<file path="src/rtl/mem_bus_arbiter.sv">
// rtl/mem_bus_arbiter.sv - shares one memory bus between the icache and the dcache
//
// Purpose: combinational grant of the single memory request port to the
// icache or the dcache, zero-latency return of the accepting response, and
// routing of returned data to whichever side issued the load that owns the
// returned tag. Returns for tags nobody owns are dropped and counted.
//
// Build option: MEM_ARB_RR_EN
//   defined   - round-robin between the two sides using a 1-bit preference
//   undefined - fixed priority, dcache over icache
//
// Ports:
//   clock, reset                      clock; synchronous active-high reset
//   ic2arb_command/addr               icache request (NONE or LOAD)
//   dc2arb_command/addr/data/size     dcache / victim-writeback request
//   arb2ic_response/data/tag          icache accept tag and data return
//   arb2dc_response/data/tag          dcache accept tag and data return
//   proc2mem_command/addr/data/size   request to memory
//   mem2proc_response/data/tag        memory accept tag and data return (0 = none)
//   orphan_cnt                        saturating count of unowned tag returns
module mem_bus_arbiter #(
    parameter int XLEN = 32
) (
    input  logic            clock,
    input  logic            reset,
    input  logic [1:0]      ic2arb_command,
    input  logic [XLEN-1:0] ic2arb_addr,
    input  logic [1:0]      dc2arb_command,
    input  logic [XLEN-1:0] dc2arb_addr,
    input  logic [63:0]     dc2arb_data,
    input  logic [1:0]      dc2arb_size,
    output logic [3:0]      arb2ic_response,
    output logic [63:0]     arb2ic_data,
    output logic [3:0]      arb2ic_tag,
    output logic [3:0]      arb2dc_response,
    output logic [63:0]     arb2dc_data,
    output logic [3:0]      arb2dc_tag,
    output logic [1:0]      proc2mem_command,
    output logic [XLEN-1:0] proc2mem_addr,
    output logic [63:0]     proc2mem_data,
    output logic [1:0]      proc2mem_size,
    input  logic [3:0]      mem2proc_response,
    input  logic [63:0]     mem2proc_data,
    input  logic [3:0]      mem2proc_tag,
    output logic [7:0]      orphan_cnt
);

    localparam logic [1:0] BUS_NONE  = 2'd0;
    localparam logic [1:0] BUS_LOAD  = 2'd1;
    localparam logic [1:0] SZ_DOUBLE = 2'd3;

    // Tag ownership table; entry 0 is never used because tag 0 means "none".
    logic [15:0] owner_valid;
    logic [15:0] owner_dc;        // 1 = dcache owns the tag, 0 = icache
    logic [15:0] owner_valid_next;
    logic [15:0] owner_dc_next;
    logic [7:0]  orphan_q;

    logic ic_req;
    logic dc_req;
    logic grant_ic;
    logic grant_dc;
    logic accepted;
    logic alloc;
    logic ret_valid;
    logic ret_hit;
    logic ret_orphan;

    // Requests are masked during reset so every output collapses to zero.
    assign ic_req   = !reset && (ic2arb_command != BUS_NONE);
    assign dc_req   = !reset && (dc2arb_command != BUS_NONE);
    assign accepted = (mem2proc_response != 4'd0);

`ifdef MEM_ARB_RR_EN
    logic pref_dc;                // side preferred when both request

    assign grant_dc = dc_req && (!ic_req || pref_dc);

    // The preference only moves once the preferred side actually got in;
    // a rejected attempt keeps its priority for the retry.
    always_ff @(posedge clock) begin
        if (reset) begin
            pref_dc <= 1'b1;
        end else if (accepted && ((pref_dc && grant_dc) || (!pref_dc && grant_ic))) begin
            pref_dc <= !pref_dc;
        end
    end
`else
    assign grant_dc = dc_req;
`endif

    assign grant_ic = ic_req && !grant_dc;

    assign alloc = accepted &&
                   ((grant_dc && (dc2arb_command == BUS_LOAD)) ||
                    (grant_ic && (ic2arb_command == BUS_LOAD)));

    assign ret_valid  = !reset && (mem2proc_tag != 4'd0);
    assign ret_hit    = ret_valid && owner_valid[mem2proc_tag];
    assign ret_orphan = ret_valid && !owner_valid[mem2proc_tag];

    // Request path to memory.
    always_comb begin
        proc2mem_command = BUS_NONE;
        proc2mem_addr    = '0;
        proc2mem_data    = '0;
        proc2mem_size    = 2'd0;
        if (grant_dc) begin
            proc2mem_command = dc2arb_command;
            proc2mem_addr    = dc2arb_addr;
            proc2mem_data    = dc2arb_data;
            proc2mem_size    = dc2arb_size;
        end else if (grant_ic) begin
            proc2mem_command = ic2arb_command;
            proc2mem_addr    = ic2arb_addr;
            proc2mem_size    = SZ_DOUBLE;
        end
    end

    // Response and data return paths.
    always_comb begin
        arb2ic_response = 4'd0;
        arb2dc_response = 4'd0;
        arb2ic_tag      = 4'd0;
        arb2ic_data     = 64'd0;
        arb2dc_tag      = 4'd0;
        arb2dc_data     = 64'd0;
        if (grant_dc) arb2dc_response = mem2proc_response;
        if (grant_ic) arb2ic_response = mem2proc_response;
        if (ret_hit) begin
            if (owner_dc[mem2proc_tag]) begin
                arb2dc_tag  = mem2proc_tag;
                arb2dc_data = mem2proc_data;
            end else begin
                arb2ic_tag  = mem2proc_tag;
                arb2ic_data = mem2proc_data;
            end
        end
    end

    // Retire before allocate so a tag reused in the same cycle stays live
    // under its new owner.
    always_comb begin
        owner_valid_next = owner_valid;
        owner_dc_next    = owner_dc;
        if (ret_hit) begin
            owner_valid_next[mem2proc_tag] = 1'b0;
        end
        if (alloc) begin
            owner_valid_next[mem2proc_response] = 1'b1;
            owner_dc_next[mem2proc_response]    = grant_dc;
        end
    end

    always_ff @(posedge clock) begin
        if (reset) begin
            owner_valid <= '0;
            owner_dc    <= '0;
            orphan_q    <= 8'd0;
        end else begin
            owner_valid <= owner_valid_next;
            owner_dc    <= owner_dc_next;
            if (ret_orphan && (orphan_q != 8'hFF)) begin
                orphan_q <= orphan_q + 8'd1;
            end
        end
    end

    assign orphan_cnt = reset ? 8'd0 : orphan_q;

endmodule
</file>
<file path="config.mk">
export PLATFORM = sky130hd
export DESIGN_NAME = mem_bus_arbiter
export DESIGN_NICKNAME = d
export VERILOG_FILES = /design/src/rtl/mem_bus_arbiter.sv
export SDC_FILE = /design/constraint.sdc
export NUM_CORES = 1
export LEC_CHECK = 0
export CORE_AREA = 2 2 177 179
export DETAILED_ROUTE_END_ITERATION = 10
export DIE_AREA = 0 0 179 181
export GPL_ROUTABILITY_DRIVEN = 0
export HOLD_SLACK_MARGIN = 0.03
export PLACE_DENSITY_LB_ADDON = 0.05
export RECOVER_POWER = 50
export SKIP_LAST_GASP = 1
export SLEW_MARGIN = 15
export SYNTH_ARGS = -nofsm -noshare
export SYNTH_HDL_FRONTEND = slang
export SYNTH_SLANG_ARGS = --single-unit
</file>
<file path="constraint.sdc">
create_clock -name clock -period 6 [get_ports clock]
set_input_delay 1.2 -clock clock [delete_from_list [all_inputs] [get_ports clock]]
set_output_delay 1.2 -clock clock [all_outputs]
set_load 0.05 [all_outputs]
</file>
# Yosys cells after proc, flatten, opt, wreduce, memory -nomap -nowiden
# Index checks and enable logic that the tools add are counted.
# word_totals
input_bits,208
latch_bits,0
wordCells,63
ram_bits,0
regBits,40
out_inout_bits,252
memories,0
rom_bits,0
# classes
n_shift,0
order_cmp,4
multipliers,0
n_eq_ne,3
addsub,1
n_bitwise,3
n_mux,29
n_div,0
reduce_logical,20
# op_table
operator,count
$mux W64,5
$mux W32,2
$mux W16,2
$mux W4,6
$and A16 B16 Y16,1
$bwmux W16,1
$not A16 Y16,1
$or A16 B16 Y16,1
$logic_and A1 B1 Y1,12
$lt A4 B5 Y1 const B,2
$add A8 B1 Y8 const B,1
$bmux W1 S4,2
$demux W1 S4,2
$ge A4 B1 Y1 const B,2
$mux W2,4
$mux W8,1
$ne A8 B8 Y1 const B,1
$reduce_bool A4 Y1,2
$eq A2 B1 Y1 const B,2
$mux W1,4
$reduce_bool A2 Y1,2
$logic_not A1 Y1,3
$logic_or A1 B1 Y1,1

# Logic depth before layout (Yosys ltp)
# Gate-level depths: netlist (run 1).
# depth
word_depth,9
depth_mapped,9

# Worst setup path before layout (run 1)
# OpenSTA, ideal clock, no wires.
# synth_path
path_type,input -> output
startpoint,input mem2proc_tag[0]
endpoint,output arb2ic_data[33]
stages,8
required_time_ps,4800
arrival_ps,3382
path_slack_ps,1418
cell_sequence,buf_6 buf_6 mux4_2 mux2_2 a2111oi_4 buf_4 buf_4 and2_1
# synth_between
elab_chain_cells,4
word_cells_on_any_way,9
classes_between,mux (6); reduce/logical (3)
# synth_lines
element,line,source
from (decl),44,"input logic [3:0] mem2proc_tag,"
$bmux W1 S4 (tied with other cells),131,if (owner_dc[mem2proc_tag]) begin
$mux W1 (not written as such) (tied with other cells),131,
$mux W64 / $logic_and A1 B1 Y1 (equally long branches),"131, 99",
$mux W64 *,130,if (ret_hit) begin
to (decl),33,"output logic [63:0] arb2ic_data,"
# Mark *: on every way between the ends. The rest lies on a longest branch, timed or not. The select of a mux whose other input is x is not followed.

# Worst setup path after layout (run 1)
# layout_path
startpoint,input mem2proc_tag[0]
endpoint,output arb2dc_tag[0]
# layout_between
elab_chain_cells,4
word_cells_on_any_way,9
classes_between,mux (6); reduce/logical (3)
# layout_lines
element,line,source
$bmux W1 S4 (tied with other cells),131,
$mux W1 (not written as such) (tied with other cells),131,
$mux W4 / $logic_and A1 B1 Y1 (equally long branches),"131, 99",
$mux W4 *,130,
to (decl),37,"output logic [3:0] arb2dc_tag,"
# Marked as above.

==> results.json, run 1 <==
{
  "cp.buffers_inverters": 4,
  "status": "finished, violations left",
  "dr.pass1.iters": 5,
  "violations": "max-capacitance violations, max-slew violations",
  "crit_arrival_ns": 4.36,
  "synth_common_cells": "137 x and2_1, 66 x and3_1, 40 x dfxtp_1",
  "crit_path_frequent_cell": "buf_4",
  "synth_largest_area_cell": "and2_1",
  "core_sq_um": 30300,
  "async_flop_share": 0,
  "min_period_ns": 5.56,
  "synth.net_count": 719,
  "synthTopCellsByArea": "and2_1 22%, dfxtp_1 21%, and3_1 11%, a22o_1 7.3%, mux4_2 4.7%",
  "yosysMostFrequentCell": "and2_1",
  "ys_warn_count": 0,
  "m1WireLength_microns": 9860,
  "track_usage": 0.150,
  "syn_area_per_cell_sq_um": 7.51,
  "overflow": 0,
  "die_area_sq_um": 32400,
  "cts.sinks": 40,
  "clock_skew_ns": 0.00150,
  "max_freq_mhz": 180,
  "numCtsBuffers": 5,
  "grt_pass1_vias": 5409,
  "grt_max_degree": 76,
  "cp_max_fo": 67,
  "cts.root.buffer_cell": "clkbuf_16",
  "fin_util": 0.332,
  "critPathRequiredTime_ns": 4.80,
  "drc": 0,
  "post-place-cells": 1327,
  "post_cts_buffers": 0,
  "critPathCaptureType": "output pin",
  "leakage_nw": 4.15,
  "synth_flop_cell": "dfxtp_1",
  "drt_first_iter_violations": 248,
  "diodes": 0,
  "cts_resized": 0,
  "initial_core_util": 0.126,
  "cts_tree": "done",
  "dr_total_vias": 5377,
  "fp.dieW_microns": 179,
  "grt_first_pass_wirelength_microns": 36400,
  "instances_no_fill": 1335,
  "tns_ns": 0,
  "hold_violations": 0,
  "synthDominantCellAreaShare": 0.224,
  "final_nets": 1147,
  "place_hpwl_microns": 21700,
  "start_kind": "primary input",
  "via_per_inst": 4.03,
  "tightest_slew_ns": 1.58,
  "worstSetupPathType": "in -> out",
  "post-place-ws_ns": 0.528,
  "crit_chain": "dlygate4sd3_1, buf_4, mux4_2, mux2_1, a22oi_2, a2111oi_4, buf_4, and2_1, buf_4",
  "dr_wl_met2_microns": 12900,
  "crit_slowest_cell": "dlygate4sd3_1",
  "drive_gt1_frac": 0.192,
  "max_slew_margin": -0.0530,
  "ys_types": 40,
  "netlist_instances": 510,
  "setup_viol": 0,
  "critPathTopFamily": "buffers and inverters",
  "fill_cells": 3126,
  "pwr_density_cell_nw_per_um2": 107,
  "ant_nets": 0,
  "irDropWorstVdd_v": 0.0000950,
  "holdBufCountCts": 0,
  "wl_met3_microns": 2660,
  "setup_slack_ns": 0.442,
  "ys_seq_area_frac": 0.209,
  "drt_wl_total_microns": 25600,
  "synthToLayoutAreaGrowth_pct": 163,
  "hold_class": "reg -> reg",
  "synth_area_sq_um": 3830,
  "synth_edf_count": 0,
  "rows": 64,
  "rsz0062_at_grt": "no",
  "wl_per_cell_microns": 19.2,
  "drv_cap": 1,
  "die_h_microns": 181,
  "ys_seq_elements": 40,
  "post-route-period-util": 0.926,
  "htree_levels": 2,
  "ios": 460,
  "clock_path_buffers": 2,
  "io_buffers": 459,
  "cp_slowest_stage_delay_ns": 0.81,
  "drv_slew": 36,
  "clkTransAtPathRegs_ns": 0.06,
  "antenna_found_initial": 0,
  "clkLatencyLatePin_ns": 0.28,
  "highest_layer": "met4"
}
[report_power, final]
part / switching [mW] / internal (mW)
clock: 0.107 / 0.219
sequential: 0.00373 / 0.269
combinational: 0.272 / 0.210
[metal layers]
metal	up-vias	GRT usage
li1	2644	-
met1	2442	0.172
met2	283	0.273
met3	8	0.0482
met4	0	0.0208
met5	-	0
[per-stage QoR]
stage / area (sq um) / total power [mW] / hold slack, ns
2_1_floorplan: 3830 / 0.524 / 0.433
3_3_place_gp: 10000 / 0.791 / 0.460
3_5_place_dp: 10000 / 0.786 / 0.460
4_1_cts: 10200 / 1.11 / 0.468
5_1_grt: 10100 / 1.12 / 0.487
6_report: 10100 / 1.08 / 0.475
[final timing paths]
| path | from | to | slack [ns] | depth (start not counted) |
|---|---|---|---|---|
| setup / recovery | mem2proc_tag[0] | arb2dc_tag[0] | 0.44 | 9 |
| hold / removal | owner_dc[15] | owner_dc[15] | 0.47 | 2 |
| setup reg to reg | owner_valid[11] | orphan_q[3] | 3.24 | 5 |
| hold reg to reg | owner_dc[15] | owner_dc[15] | 0.47 | 2 |
[logic make-up after synthesis]
kind of cell	count (synthesis)	share of synthesized area
and+or+nand+nor	294	0.454
buffers and inverters	59	0.0669
adders and majority gates	1	0.00326
xor gates and xnor gates	1	0.00229
DFF	40	0.209
AOI/OAI and AO/OA	92	0.175
muxes	23	0.0891
[registers in the layout (all words and copies together) (netlist names)]
| register | cells |
|---|---|
| owner_valid | 16 |
| owner_dc | 16 |
| orphan_q | 8 |
[layout make-up]
class,count,area (sq um),area share
timing repair buffer,469,5780,0.574
multi-input combinational,411,2770,0.275
inverter,11,41.3,0.00410
tap,396,495,0.0492
clock inverter,1,30.0,0.00298
sequential,40,801,0.0795
clock buffer,7,153,0.0151
[layout by cell type, fill, tap and decap left out, types with 2 or more instances in the layout]
cell type          n
and3_1            66
nor4_1             3
nor2b_1            9
clkbuf_16          5
nor2_1            22
or2_2              5
nand3_1            8
nor3_1             5
mux2_2             8
buf_4             19
and2_1           136
a21oi_1           27
mux4_2             8
o21ai_0           20
a22o_1            32
nand2b_1           6
buf_12           128
clkdlybuf4s50_1  217
a21o_1             2
inv_1             10
o2111ai_1          2
or3_1              6
a311oi_1           3
clkbuf_8           2
dfxtp_1           40
clkbuf_1          23
dlygate4sd3_1     82
nand4_1           10
nand2_1           12
mux2i_1            6
a2111oi_4          2
or4_1              3
[worst min-delay path, cell delays in order, from the launching register on]
cell and delay (ns):
dfxtp_1 0.32, nand2_1 0.05, a21oi_1 0.05
No activity file was read; power rests on OpenSTA's default activity.
==> run 2: changes to the inputs <==
- ABC_CLOCK_PERIOD_IN_PS: default -> 6000
- CORE_AREA: 2 2 177 179 -> 3 3 178 180
- DIE_AREA: 0 0 179 181 -> 0 0 181 183
- REMOVE_ABC_BUFFERS: default -> 1
==> results.json, run 2 (synthesis results as in run 1) <==
{
  "status": "finished, violations left",
  "violations": "max-capacitance violations, max-slew violations",
  "clock_skew_ns": 0.0116,
  "setup_viol": 0,
  "setup_slack_ns": 0.348,
  "min_from": "owner_dc[13]",
  "clock_path_buffers": 2,
  "pwr_density_cell_nw_per_um2": 104,
  "r2r-end": "orphan_q[4]",
  "dr_total_vias": 5371,
  "grt_first_pass_wirelength_microns": 35700,
  "place_hpwl_microns": 21500,
  "drc": 0,
  "reg2regPathDepth": 5,
  "rows": 64,
  "min_path_cells": 2,
  "wl_per_cell_microns": 19.0,
  "hold_class": "reg -> reg",
  "dr.pass1.iters": 4,
  "critPathRequiredTime_ns": 4.80,
  "synthToLayoutAreaGrowth_pct": 169,
  "post-place-cells": 1328,
  "post-place-ws_ns": 0.411,
  "die_h_microns": 183,
  "tns_ns": 0,
  "rsz0062_at_grt": "no",
  "drive_gt1_frac": 0.190,
  "cts.root.buffer_cell": "clkbuf_16",
  "htree_levels": 2,
  "ff2ff_setup_slack_ns": 3.31,
  "drt_first_iter_violations": 149,
  "hold_violations": 0,
  "critPathCaptureType": "output pin",
  "post-route-period-util": 0.942,
  "drv_cap": 1,
  "overflow": 0,
  "irDropWorstVdd_v": 0.000103,
  "max_freq_mhz": 177,
  "fp.dieW_microns": 181,
  "top_regs": "owner_dc x16, owner_valid x16, orphan_q x8",
  "drt_wl_total_microns": 25500,
  "crit_start": "mem2proc_tag[0]",
  "placed_area_sq_um": 10100,
  "drv_slew": 38,
  "track_usage": 0.141,
  "fin_area_sq_um": 10300,
  "grt_max_degree": 76,
  "clkTransAtPathRegs_ns": 0.06,
  "cts_tree": "done",
  "ant_nets": 0,
  "cts_resized": 0,
  "holdBufCountCts": 0,
  "cp_slowest_stage_delay_ns": 0.87,
  "clkLatencyLatePin_ns": 0.29,
  "cp_max_fo": 67,
  "crit_arrival_ns": 4.45,
  "mostFrequentLayoutCell": "clkdlybuf4s50_1",
  "regToRegStartpoint": "owner_valid[11]",
  "post_cts_buffers": 0,
  "tightest_slew_ns": 1.79,
  "start_kind": "primary input",
  "initial_core_util": 0.126,
  "grt_pass1_vias": 5214,
  "core_sq_um": 30300,
  "worstSetupPathType": "in -> out",
  "numCtsBuffers": 5,
  "via_per_inst": 4.02,
  "antenna_found_initial": 1,
  "final_nets": 1148,
  "leakage_nw": 4.26,
  "crit_slowest_cell": "dlygate4sd3_1",
  "min_period_ns": 5.65,
  "crit_path_frequent_cell": "buf_4",
  "final_cell_mix": "218 x clkdlybuf4s50_1, 137 x and2_1, 134 x buf_12",
  "instances_no_fill": 1337,
  "total_power_mw": 1.07,
  "ios": 460,
  "die_area_sq_um": 33100,
  "cts.sinks": 40,
  "worstHoldEndpoint": "owner_dc[13]",
  "io_buffers": 459,
  "max_slew_margin": -0.191,
  "crit_chain": "dlygate4sd3_1, buf_4, mux4_2, mux2_2, a22oi_2, a2111oi_4, buf_4, and2_1, buf_12"
}
run 2: changes by cell type in the layout (fill, tap and decap cells not counted), moves of 2 or more:
cell,before,now
dlygate4sd3_1,82,106
buf_12,128,134
clkbuf_1,23,2
clkbuf_8,2,0
buf_4,19,9
run 2: layout make-up:
type,instances,area (sq um)
Antenna cell,1,2.50
Clock buffer,5,125
Clock inverter,3,46.3
Fill cell,3156,20100
Inverter,11,41.3
Multi-Input combinational cell,411,2780
Sequential cell,40,801
Tap cell,396,495
Timing Repair Buffer,470,6010
run 2: layer usage:
layer	track usage	up-vias	share of wire
met5	0	-	0
met4	0.0143	0	0.0026
met3	0.0496	5	0.093
met2	0.275	284	0.54
met1	0.150	2430	0.36
li1	-	2652	-
run 2: worst max path at each step:
| stage | to | slack [ns] | cells past startpoint |
|---|---|---|---|
| 2_1_floorplan | proc2mem_addr[0] | -0.08 | 3 |
| 3_3_place_gp | arb2ic_data[59] | 0.39 | 8 |
| 3_5_place_dp | arb2ic_data[59] | 0.41 | 8 |
| 4_1_cts | arb2ic_data[59] | 0.41 | 8 |
| 5_1_grt | arb2ic_data[6] | 0.12 | 8 |
| 6_report | arb2dc_data[22] | 0.35 | 9 |
run 2: worst max-delay path: cells and delay by family:
family	cells	cell delay [ns]
buffers and inverters	4	1.68
and+or+nand+nor	1	0.30
muxes	2	0.84
AOI/OAI and AO/OA	2	0.36
run 2: through the flow:
step	hold slack [ns]	utilization
6_report	0.459	0.339
5_1_grt	0.480	0.339
4_1_cts	0.463	0.340
3_5_place_dp	0.455	0.334
3_3_place_gp	0.451	0.334
2_1_floorplan	0.427	-
run 2: where the power goes:
part,total (mW),switching (mW),internal [mW],leakage (nW)
combinational,0.487,0.268,0.218,3.86
clock,0.312,0.115,0.198,0.0804
sequential,0.273,0.00378,0.269,0.323
total,1.07,0.387,0.685,4.26
==> run 3: changes to the inputs <==
- ABC_CLOCK_PERIOD_IN_PS: 6000 -> 4700
- CORE_AREA: 3 3 178 180 -> 3 3 176 178
- DIE_AREA: 0 0 181 183 -> 0 0 179 181
- clock period: 6 -> 4.7 ns (I/O delays scaled with it)
==> results.json, run 3 (synthesis results as in run 1) <==
{
  "htree_levels": 2,
  "clock_skew_ns": 0.0121,
  "drv_slew": 0,
  "cts_tree": "done",
  "track_usage": 0.150,
  "mostFrequentLayoutCell": "clkdlybuf4s50_1",
  "dr.pass1.iters": 4,
  "pwr-share-comb": 0.457,
  "drt_first_iter_violations": 146,
  "hold_violations": 0,
  "cp_max_fo": 33,
  "critPathCaptureType": "output pin",
  "grt_first_pass_wirelength_microns": 36600,
  "leakage_nw": 4.27,
  "synthToLayoutAreaGrowth_pct": 163,
  "place_hpwl_microns": 22400,
  "crit_chain": "clkdlybuf4s50_1, buf_12, mux4_2, mux2_2, buf_4, a2111oi_4, buf_4, buf_8, and2_1, buf_12",
  "tightest_slew_ns": 1.13,
  "status": "complete, no violations",
  "ant_nets": 0,
  "drt_wl_total_microns": 26500,
  "cts.sinks": 40,
  "final_nets": 1162,
  "drc": 0,
  "max_freq_mhz": 219,
  "grt_max_degree": 74,
  "multi_input_area_sq_um": 2780,
  "die_area_sq_um": 32400,
  "p_seq_frac": 0.254,
  "die_h_microns": 181,
  "crit_slowest_cell": "clkdlybuf4s50_1",
  "holdBufCountCts": 0,
  "dr_total_vias": 5491,
  "overflow": 0,
  "numCtsBuffers": 5,
  "min_period_ns": 4.58,
  "wl_per_cell_microns": 19.7,
  "io_buffers": 459,
  "clkLatencyLatePin_ns": 0.29,
  "fp.dieW_microns": 179,
  "core_sq_um": 29600,
  "fill_cells": 3093,
  "worstSetupPathType": "in -> out",
  "clkTransAtPathRegs_ns": 0.06,
  "critPathRequiredTime_ns": 3.76,
  "p_clk_frac": 0.289,
  "regArea_sq_um": 801,
  "setup_viol": 0,
  "rows": 63,
  "start_kind": "primary input",
  "drive_gt1_frac": 0.307,
  "post-route-period-util": 0.974,
  "ios": 460,
  "cp_slowest_stage_delay_ns": 0.50,
  "p_sw_mw": 0.502,
  "clock_path_buffers": 2,
  "pwr_density_cell_nw_per_um2": 136,
  "max_slew_margin": 0.244,
  "via_per_inst": 4.08,
  "irDropWorstVdd_v": 0.000121,
  "placed_area_sq_um": 10200,
  "swShare": 0.366,
  "p_int_mw": 0.869,
  "hold_class": "reg -> reg",
  "initial_core_util": 0.130,
  "crit_arrival_ns": 3.64,
  "grt_pass1_vias": 5379,
  "antenna_found_initial": 2,
  "fin_area_sq_um": 10100,
  "final_cell_mix": "205 x clkdlybuf4s50_1, 146 x buf_12, 136 x and2_1",
  "drv_cap": 0,
  "top_regs": "owner_dc x16, owner_valid x16, orphan_q x8",
  "total_power_mw": 1.37,
  "cts.root.buffer_cell": "clkbuf_16"
}
[run 3: metrics by stage]
step / cells / TNS [ns] / utilization / hold WS (ns) / setup slack [ns]
after global placement: 1332 / -0.0122 / 0.346 / 0.450 / -0.0122
after CTS: 1340 / 0 / 0.352 / 0.465 / 0.0189
after detailed placement: 1332 / -0.0115 / 0.346 / 0.455 / -0.0115
after global routing: 1345 / -0.00373 / 0.342 / 0.474 / -0.00229
after floorplan: 462 / -59.30 / - / 0.427 / -0.860
final: 1345 / 0 / 0.342 / 0.467 / 0.124
[run 3: critical path, delay by kind of cell]
kind	cells	cell delay [ns]
buffers and inverters	6	1.40
muxes	2	0.81
and+or+nand+nor	1	0.21
AOI/OAI and AO/OA	1	0.27
[run 3: path summary, 6_finish.rpt]
path / startpoint / cells after the start / end / slack [ns]
worst max-delay path: mem2proc_tag[0] / 10 / arb2ic_data[3] / 0.12
worst min register to register: owner_dc[0] / 1 / owner_dc[0] / 0.47
worst min-delay path: owner_dc[0] / 1 / owner_dc[0] / 0.47
worst max register to register: owner_valid[11] / 6 / orphan_q[3] / 1.81
[run 3: layout make-up]
class | instances | area share
timing repair buffer | 484 | 0.576
multi-input combinational | 411 | 0.275
sequential | 40 | 0.0793
tap | 390 | 0.0483
clock buffer | 5 | 0.0124
clock inverter | 3 | 0.00471
inverter | 11 | 0.00409
antenna | 1 | 0.000248
[run 3: power groups by stage]
stage	Sequential [mW]	Combinational, mW	Clock [mW]
floorplan	0.354	0.297	0
finish	0.348	0.627	0.396
global route	0.349	0.660	0.420
CTS	0.348	0.680	0.406
detailed placement	0.356	0.678	0
global placement	0.356	0.681	0
[run 3: per-layer routing]
layer  wire (microns)  vias up  part of all wire  GRT usage
met5                0        -                 0          0
met4              469        0             0.018     0.0293
met3             2900       19              0.11     0.0572
met2            14200      298              0.54      0.286
met1             8950     2490              0.34      0.153
li1                 -     2684                 -          -
[run 3: what timing repair did]
item | CTS | global route
buffers inserted | 0 | 2
endpoints found under the setup margin | 1 | 92
resized for setup | 1 | 2
pin swaps | 0 | 2
endpoints found under the hold margin | 0 | 0
gates cloned | 0 | 2
